===== src/rtl/apb_slave_regfile.sv =====
// APB completer with a DEPTH-word register file and programmable wait states.
// Define APB_SLV_ERR_EN to flag illegal accesses on pslverr.
module apb_slave_regfile #(
  parameter int                ADDR_W      = 8,
  parameter int                DATA_W      = 32,
  parameter int                DEPTH       = 16,
  parameter int                WAIT_CYCLES = 1,
  parameter logic [DATA_W-1:0] ID_VAL      = 32'hA5B0_0001
) (
  input  logic              clk,
  input  logic              rst_n,
  input  logic              psel,
  input  logic              penable,
  input  logic              pwrite,
  input  logic [ADDR_W-1:0] paddr,
  input  logic [DATA_W-1:0] pwdata,
  output logic              pready,
  output logic [DATA_W-1:0] prdata,
  output logic              pslverr
);

  localparam int         IW      = ADDR_W - 2;
  localparam int         MW      = $clog2(DEPTH);
  localparam logic [IW:0] DEPTH_C = DEPTH[IW:0];
  localparam logic [3:0] WAIT_C  = 4'(WAIT_CYCLES);

  typedef enum logic {
    S_IDLE,
    S_WAIT
  } state_e;

  state_e            state_q;
  logic [3:0]        cnt_q;
  logic              wok_q;
  logic [MW-1:0]     idx_q;
  logic [DATA_W-1:0] wdata_q;
  logic [DATA_W-1:0] rdata_q;
  logic              err_q;
  logic [DATA_W-1:0] mem_q [DEPTH];

  logic [IW-1:0]     idx;
  logic              oor;
  logic              ro;
  logic              setup;
  logic              access;
  logic              err_d;
  logic              unused_lo;

  assign idx       = paddr[ADDR_W-1:2];
  assign oor       = {1'b0, idx} >= DEPTH_C;
  assign ro        = (idx == '0);
  assign setup     = psel & ~penable;
  assign access    = psel & penable;
  assign unused_lo = ^paddr[1:0];

`ifdef APB_SLV_ERR_EN
  assign err_d = pwrite ? (ro | oor) : oor;
`else
  assign err_d = 1'b0;
`endif

  assign pready  = rst_n & (state_q == S_WAIT)
                 & (cnt_q == '0) & access;
  assign prdata  = pready ? rdata_q : '0;
  assign pslverr = pready & err_q;

  always_ff @(posedge clk) begin
    if (!rst_n) begin
      state_q <= S_IDLE;
      cnt_q   <= '0;
      wok_q   <= 1'b0;
      idx_q   <= '0;
      wdata_q <= '0;
      rdata_q <= '0;
      err_q   <= 1'b0;
      for (int i = 0; i < DEPTH; i++) begin
        mem_q[i] <= '0;
      end
    end else begin
      unique case (state_q)
        S_IDLE: begin
          if (setup) begin
            state_q <= S_WAIT;
            cnt_q   <= WAIT_C;
            wok_q   <= pwrite & ~ro & ~oor;
            idx_q   <= idx[MW-1:0];
            wdata_q <= pwdata;
            err_q   <= err_d;
            // read data is captured at setup and held through completion
            rdata_q <= ro  ? ID_VAL :
                       oor ? '0     : mem_q[idx[MW-1:0]];
          end
        end
        S_WAIT: begin
          if (!psel) begin
            state_q <= S_IDLE;
          end else if (penable) begin
            if (cnt_q != '0) begin
              cnt_q <= cnt_q - 4'd1;
            end else begin
              state_q <= S_IDLE;
              if (wok_q) begin
                mem_q[idx_q] <= wdata_q;
              end
            end
          end
        end
        default: state_q <= S_IDLE;
      endcase
    end
  end

endmodule


===== config.mk =====
export PLATFORM = sky130hd
export DESIGN_NAME = apb_slave_regfile
export DESIGN_NICKNAME = d
export VERILOG_FILES = /design/src/rtl/apb_slave_regfile.sv
export SDC_FILE = /design/constraint.sdc
export NUM_CORES = 1
export LEC_CHECK = 0
export BUFFER_PORTS_ARGS = -buffer_cell sky130_fd_sc_hd__buf_4
export CAP_MARGIN = 20
export CORE_MARGIN = 3
export CORE_UTILIZATION = 35
export DETAILED_ROUTE_END_ITERATION = 6
export PLACE_DENSITY_LB_ADDON = 0.12
export SLEW_MARGIN = 20
export SYNTH_ARGS = -nofsm -noshare
export SYNTH_HDL_FRONTEND = slang
export SYNTH_SLANG_ARGS = --single-unit

===== constraint.sdc =====
create_clock -name clk -period 5.9 [get_ports clk]
set_input_delay 0.885 -clock clk [delete_from_list [all_inputs] [get_ports clk]]
set_output_delay 0.885 -clock clk [all_outputs]
set_load 0.03 [all_outputs]

==> reports/metrics.cfg, run 1 <==
[status]
status = completed

[cts]
cts_root_buffer = clkbuf_16
cts_resized = 0
path_clk_slew_ns = 0.06
cts.sinks = 586
cts_setup_buffers = 0
clock_latency_ns = 0.60
htreeDepth = 3
cts_inserted_buffers = 68
cts_buffer_depth = 3
tritoncts = done
cts_hold_buf = 0

[flow_run]
maxCapViolCount = 0

[placed_design]
dp_hpwl_um = 41300
port_buffers = 75
dp_slack_ns = 1.77
dp_cells = 2724
place.gp.congestion = 0.735

[synthesis]
yosys_most_used_dff = edfxtp_1
synth-xor-area-share = 0
synth_seq_area_share = 0.639
synth_compound_area_frac = 0.0311
syn_avg_cell_area_sq_um = 14.7
synth_seq_cells = 586
syn_inst = 1796
synth_area_sq_um = 26400
synth_mux_area_frac = 0.130
synthArstFlopShare = 0
synth_edf_count = 512
synth_top_family_by_area = simple AND/OR/NAND/NOR gates
synth-adder-area-share = 0.000474
synth-simple-area-share = 0.164
synth_nets = 1842
ys_types = 51
ys_warn_count = 0

[detailed_routing]
antenna_left = 0
top_layer_used = met4
drc = 0
drt-pass1-iter-count = 5
drt_iter0_drc = 1090
route.met3.wl_um = 2870
drt-total-wl_um = 75700
vias = 14700
drt-met1-wl_um = 33400
wl_met2_um = 37800
vias_per_cell = 5.14
wl_per_cell_um = 26.6

[worst_hold_path]
min_path_type = flop to flop

[die]
die_x_um = 280
die_y_um = 280
dieArea_sq_um = 78700
rows = 100
fp.coreArea_sq_um = 74600
initial_core_util = 0.354
ios = 79

[final_layout]
layout-drive-gt1-share = 0.201
layoutNonFillerInstCount = 2851
fill_cells = 6980
area_delta_synth_final_pct = 13.5
nNetsFinal = 1873
final_common_cell = and2_1
most-common-layout-cells = 545 x and2_1, 512 x edfxtp_1, 119 x nand2_1

[timing]
min_period_over_period = 0.662
worst_slack_ns = 1.99
slew_violations = 0
worst_hold_slack_ns = 0.463
period_minus_slack_ns = 3.91
final-setup-viol-count = 0
fin_tns_setup_ns = 0
fmax_mhz = 256
max-slew-margin-rel = 0.254
fin_skew_ns = 0.0173
final_hold_viol_count = 0
rsz0062_at_grt = false
worstMarginPinSlew_ns = 1.12

[power_and_ir_drop]
p_leak_nw = 10.9
irDropWorstVdd_mv = 0.165
powerDensity_nw_per_um2 = 309

[global_route]
grt_overflow = 0
first_global_vias = 15400
grt_max_degree = 89
grt_pass1_wl_um = 110000
antenna_found_initial = 0
grt_usage = 0.196

[worst_setup_path]
cp.required_ns = 5.02
reg2reg_to = mem_q[3][15]
cp-endpoint = prdata[18]
crit_type = primary input to output pin
crit_start = rst_n
setup.worst_path.end_class = output pin
r2r_start = state_q
rr_worst_depth = 4
crit_arrival_ns = 3.02
cp-start-kind = primary input
cp_max_fo = 32
r2r_slack_ns = 2.61

-- cell usage after synthesis (all sizes together), types with 6 or more instances --
master  number  area [sq um]
o221ai      24           210
nor2        22           233
mux2i       81           811
a21oi       56           280
and2       545          3410
edfxtp     512         15400
a31oi        8          50.1
or3          6          37.5
buf         94           671
nand2      120           450
mux4       112          2520
dfxtp       74          1480
o21ai       26           130
a22oi        8          60.1
clkbuf      62           241
mux2         8          90.1
-- sequential cells by signal, indices dropped and copies added, names as in the netlist --
register,cells
wdata_q,32
state_q,1
rdata_q,32
mem_q,512
wok_q,1
idx_q,4
cnt_q,4
-- worst min path at each step --
stage                start           to  cells after the start
4_1_cts         rdata_q[4]   rdata_q[4]                      2
3_5_place_dp   rdata_q[17]  rdata_q[17]                      2
3_3_place_gp   rdata_q[17]  rdata_q[17]                      2
2_1_floorplan  rdata_q[10]  rdata_q[10]                      2
5_1_grt         rdata_q[3]   rdata_q[3]                      2
6_report        rdata_q[2]   rdata_q[2]                      2
-- report_power, final --
group          internal, W  switching [W]  total, W
Clock              0.00232        0.00170   0.00402
Sequential         0.00463      0.0000801   0.00471
Combinational     0.000193       0.000323  0.000517
Total              0.00714        0.00211   0.00925
-- kinds of logic after synthesis --
logic type,after synthesis
DFF,586
muxes,201
and+or+nand+nor,717
buffers and inverters,160
adders and majority gates,1
other,1
AOI/OAI and AO/OA,130
-- critical path, stage by stage --
cell and delay, ns:
buf_4 0.49, nand3_1 0.24, nor3_2 0.50, buf_4 0.47
and2_1 0.24, buf_4 0.17
-- stage by stage --
| stage | instance area [sq um] | power [W] | util |
|---|---|---|---|
| final | 29900 | 0.00925 | 0.401 |
| after global routing | 29900 | 0.00956 | 0.401 |
| after CTS | 29900 | 0.00937 | 0.401 |
| after detailed placement | 27800 | 0.00533 | 0.373 |
| after global placement | 27700 | 0.00532 | 0.372 |
| after floorplan | 26400 | 0.00510 | - |
-- cell type report --
cell class | instances | area [sq um] | share of cell area
inverter | 4 | 15.0 | 0.000502
clock buffer | 97 | 1920 | 0.0642
sequential | 586 | 16900 | 0.563
timing repair buffer | 117 | 953 | 0.0319
antenna | 1 | 2.50 | 0.0000836
multi-input combinational | 1050 | 8780 | 0.293
tap | 969 | 1210 | 0.0405
clock inverter | 27 | 185 | 0.00619
-- per-layer routing --
| metal | global-route usage | vias up |
|---|---|---|
| li1 | - | 6588 |
| met1 | 0.260 | 7669 |
| met2 | 0.337 | 320 |
| met3 | 0.0279 | 90 |
| met4 | 0.0514 | 0 |
| met5 | 0 | - |
Power figures use the tool's default switching activity.
==> inputs of run 2 (changes only) <==
==> constraint.sdc (replaced) <==
create_clock -name clk -period 4.1 [get_ports clk]
set_input_delay 0.615 -clock clk [delete_from_list [all_inputs] [get_ports clk]]
set_output_delay 0.615 -clock clk [all_outputs]
set_load 0.03 [all_outputs]
==> run 2 against run 1 <==
  * Via count shrank 0.13%
  * Clock power grew 47%
  * Flip-flop and latch count is the same
  * Clock skew grew 0.0053 ns
  * Critical endpoint is now prdata[31]
  * Wire length shrank 2.0%
  * Count of clock-buffer cells in the layout grew 9
  * Design area grew 0.69%
  * Worst hold slack lost 0.20 ns
==> reports/metrics.cfg, run 2 (synthesis results as in run 1) <==
[status]
status = completed

[timing]
fmax_mhz = 318
final-setup-viol-count = 0
max-slew-margin-rel = 0.379
rsz0062_at_grt = false
min_period_over_period = 0.767
period_minus_slack_ns = 3.14
slew_violations = 0
fin_skew_ns = 0.0226
final_hold_viol_count = 0
worstMarginPinSlew_ns = 0.930
worst_hold_slack_ns = 0.263

[detailed_routing]
top_layer_used = met4
vias_per_cell = 5.11
drt-met1-wl_um = 32600
route.met3.wl_um = 3350
wl_per_cell_um = 25.9
drc = 0
vias = 14600
antenna_left = 0
drt-total-wl_um = 74200
wl_met2_um = 36400
drt_iter0_drc = 1127
drt-pass1-iter-count = 5

[worst_setup_path]
r2r_start = state_q
crit_arrival_ns = 2.53
cp.required_ns = 3.48
cp_max_fo = 33
setup.worst_path.end_class = output pin
crit_type = flop to output pin
rr_worst_depth = 4
crit_start = state_q
cp-start-kind = flop

[power_and_ir_drop]
irDropWorstVdd_mv = 0.294
totalPowerFinal_w = 0.0134
p_leak_nw = 11.0
powerDensity_nw_per_um2 = 446

[die]
dieArea_sq_um = 78700
initial_core_util = 0.354
die_y_um = 280
rows = 100
die_x_um = 280
ios = 79
fp.coreArea_sq_um = 74600

[worst_hold_path]
hold_path_depth = 3
hp-start = pwdata[8]
min_path_type = primary input to flop

[cts]
cts_inserted_buffers = 69
tritoncts = done
cts_buffer_depth = 3
cts_resized = 0
cts.sinks = 586
cts_hold_buf = 0
htreeDepth = 3
cts_root_buffer = clkbuf_16
path_clk_slew_ns = 0.06
cts_setup_buffers = 0
clock_latency_ns = 0.59

[global_route]
first_global_vias = 15300
grt_max_degree = 73
grt_pass1_wl_um = 108000
grt_usage = 0.191
grt_overflow = 0
antenna_found_initial = 7

[final_layout]
area_delta_synth_final_pct = 14.3
largestRegisters = mem_q x512, rdata_q x32, wdata_q x32
largest_register_ffs = 512
nNetsFinal = 1885
stdcell_area_sq_um = 30100
layout-drive-gt1-share = 0.205
most-common-layout-cells = 545 x and2_1, 512 x edfxtp_1, 119 x nand2_1
largest_register = mem_q
fin_util = 0.404
final_common_cell = and2_1

[flow_run]
maxCapViolCount = 0

[placed_design]
place.gp.congestion = 0.726
placed_cell_area_sq_um = 28000
dp_hpwl_um = 41200
port_buffers = 75

## run 2: cell count changes in the layout (fill, tap and decap cells not counted), sizes merged
cell / before / now
buf: 116 / 127
bufinv: 1 / 2
clkbuf: 98 / 107
clkinv: 23 / 13
clkinvlp: 0 / 1
inv: 7 / 8
## run 2: final cells by class
class | count | area, sq um
Tap cell | 969 | 1210
Inverter | 4 | 15.0
Sequential cell | 586 | 16900
Fill cell | 6867 | 44400
Multi-Input combinational cell | 1050 | 8780
Clock buffer | 106 | 1980
Antenna cell | 1 | 2.50
Clock inverter | 20 | 178
Timing Repair Buffer | 128 | 1110
## run 2: final timing paths
kind	end	slack (ns)
setup / recovery	prdata[31]	0.96
hold / removal	wdata_q[8]	0.26
setup reg to reg	mem_q[0][18]	1.22
hold reg to reg	rdata_q[19]	0.45
## run 2: per-stage QoR
stage / TNS (ns) / worst slack [ns] / instances
finish: 0 / 0.955 / 2864
global route: 0 / 0.734 / 2864
CTS: 0 / 0.878 / 2863
detailed placement: 0 / 0.958 / 2737
global placement: 0 / 1.03 / 2737
floorplan: -12.48 / -0.0921 / 1796
## run 2: critical path: stages, from the launching register on
cell and delay, ns:
dfxtp_1 0.60, nand3_1 0.22, nor3_2 0.14, buf_4 0.45, and2_1 0.31, buf_4 0.20
## run 2: per-layer routing
metal  up-vias  global-route usage
met5         -                   0
met4         0              0.0541
li1       6601                   -
met2       362               0.322
met1      7574               0.257
met3       111              0.0280
## run 2: power breakdown
part / internal, W / leakage, nW / switching, W
registers: 0.00666 / 5.90 / 0.000111
logic: 0.000291 / 4.03 / 0.000464
clock network: 0.00347 / 1.05 / 0.00243
total: 0.0104 / 11.0 / 0.00301
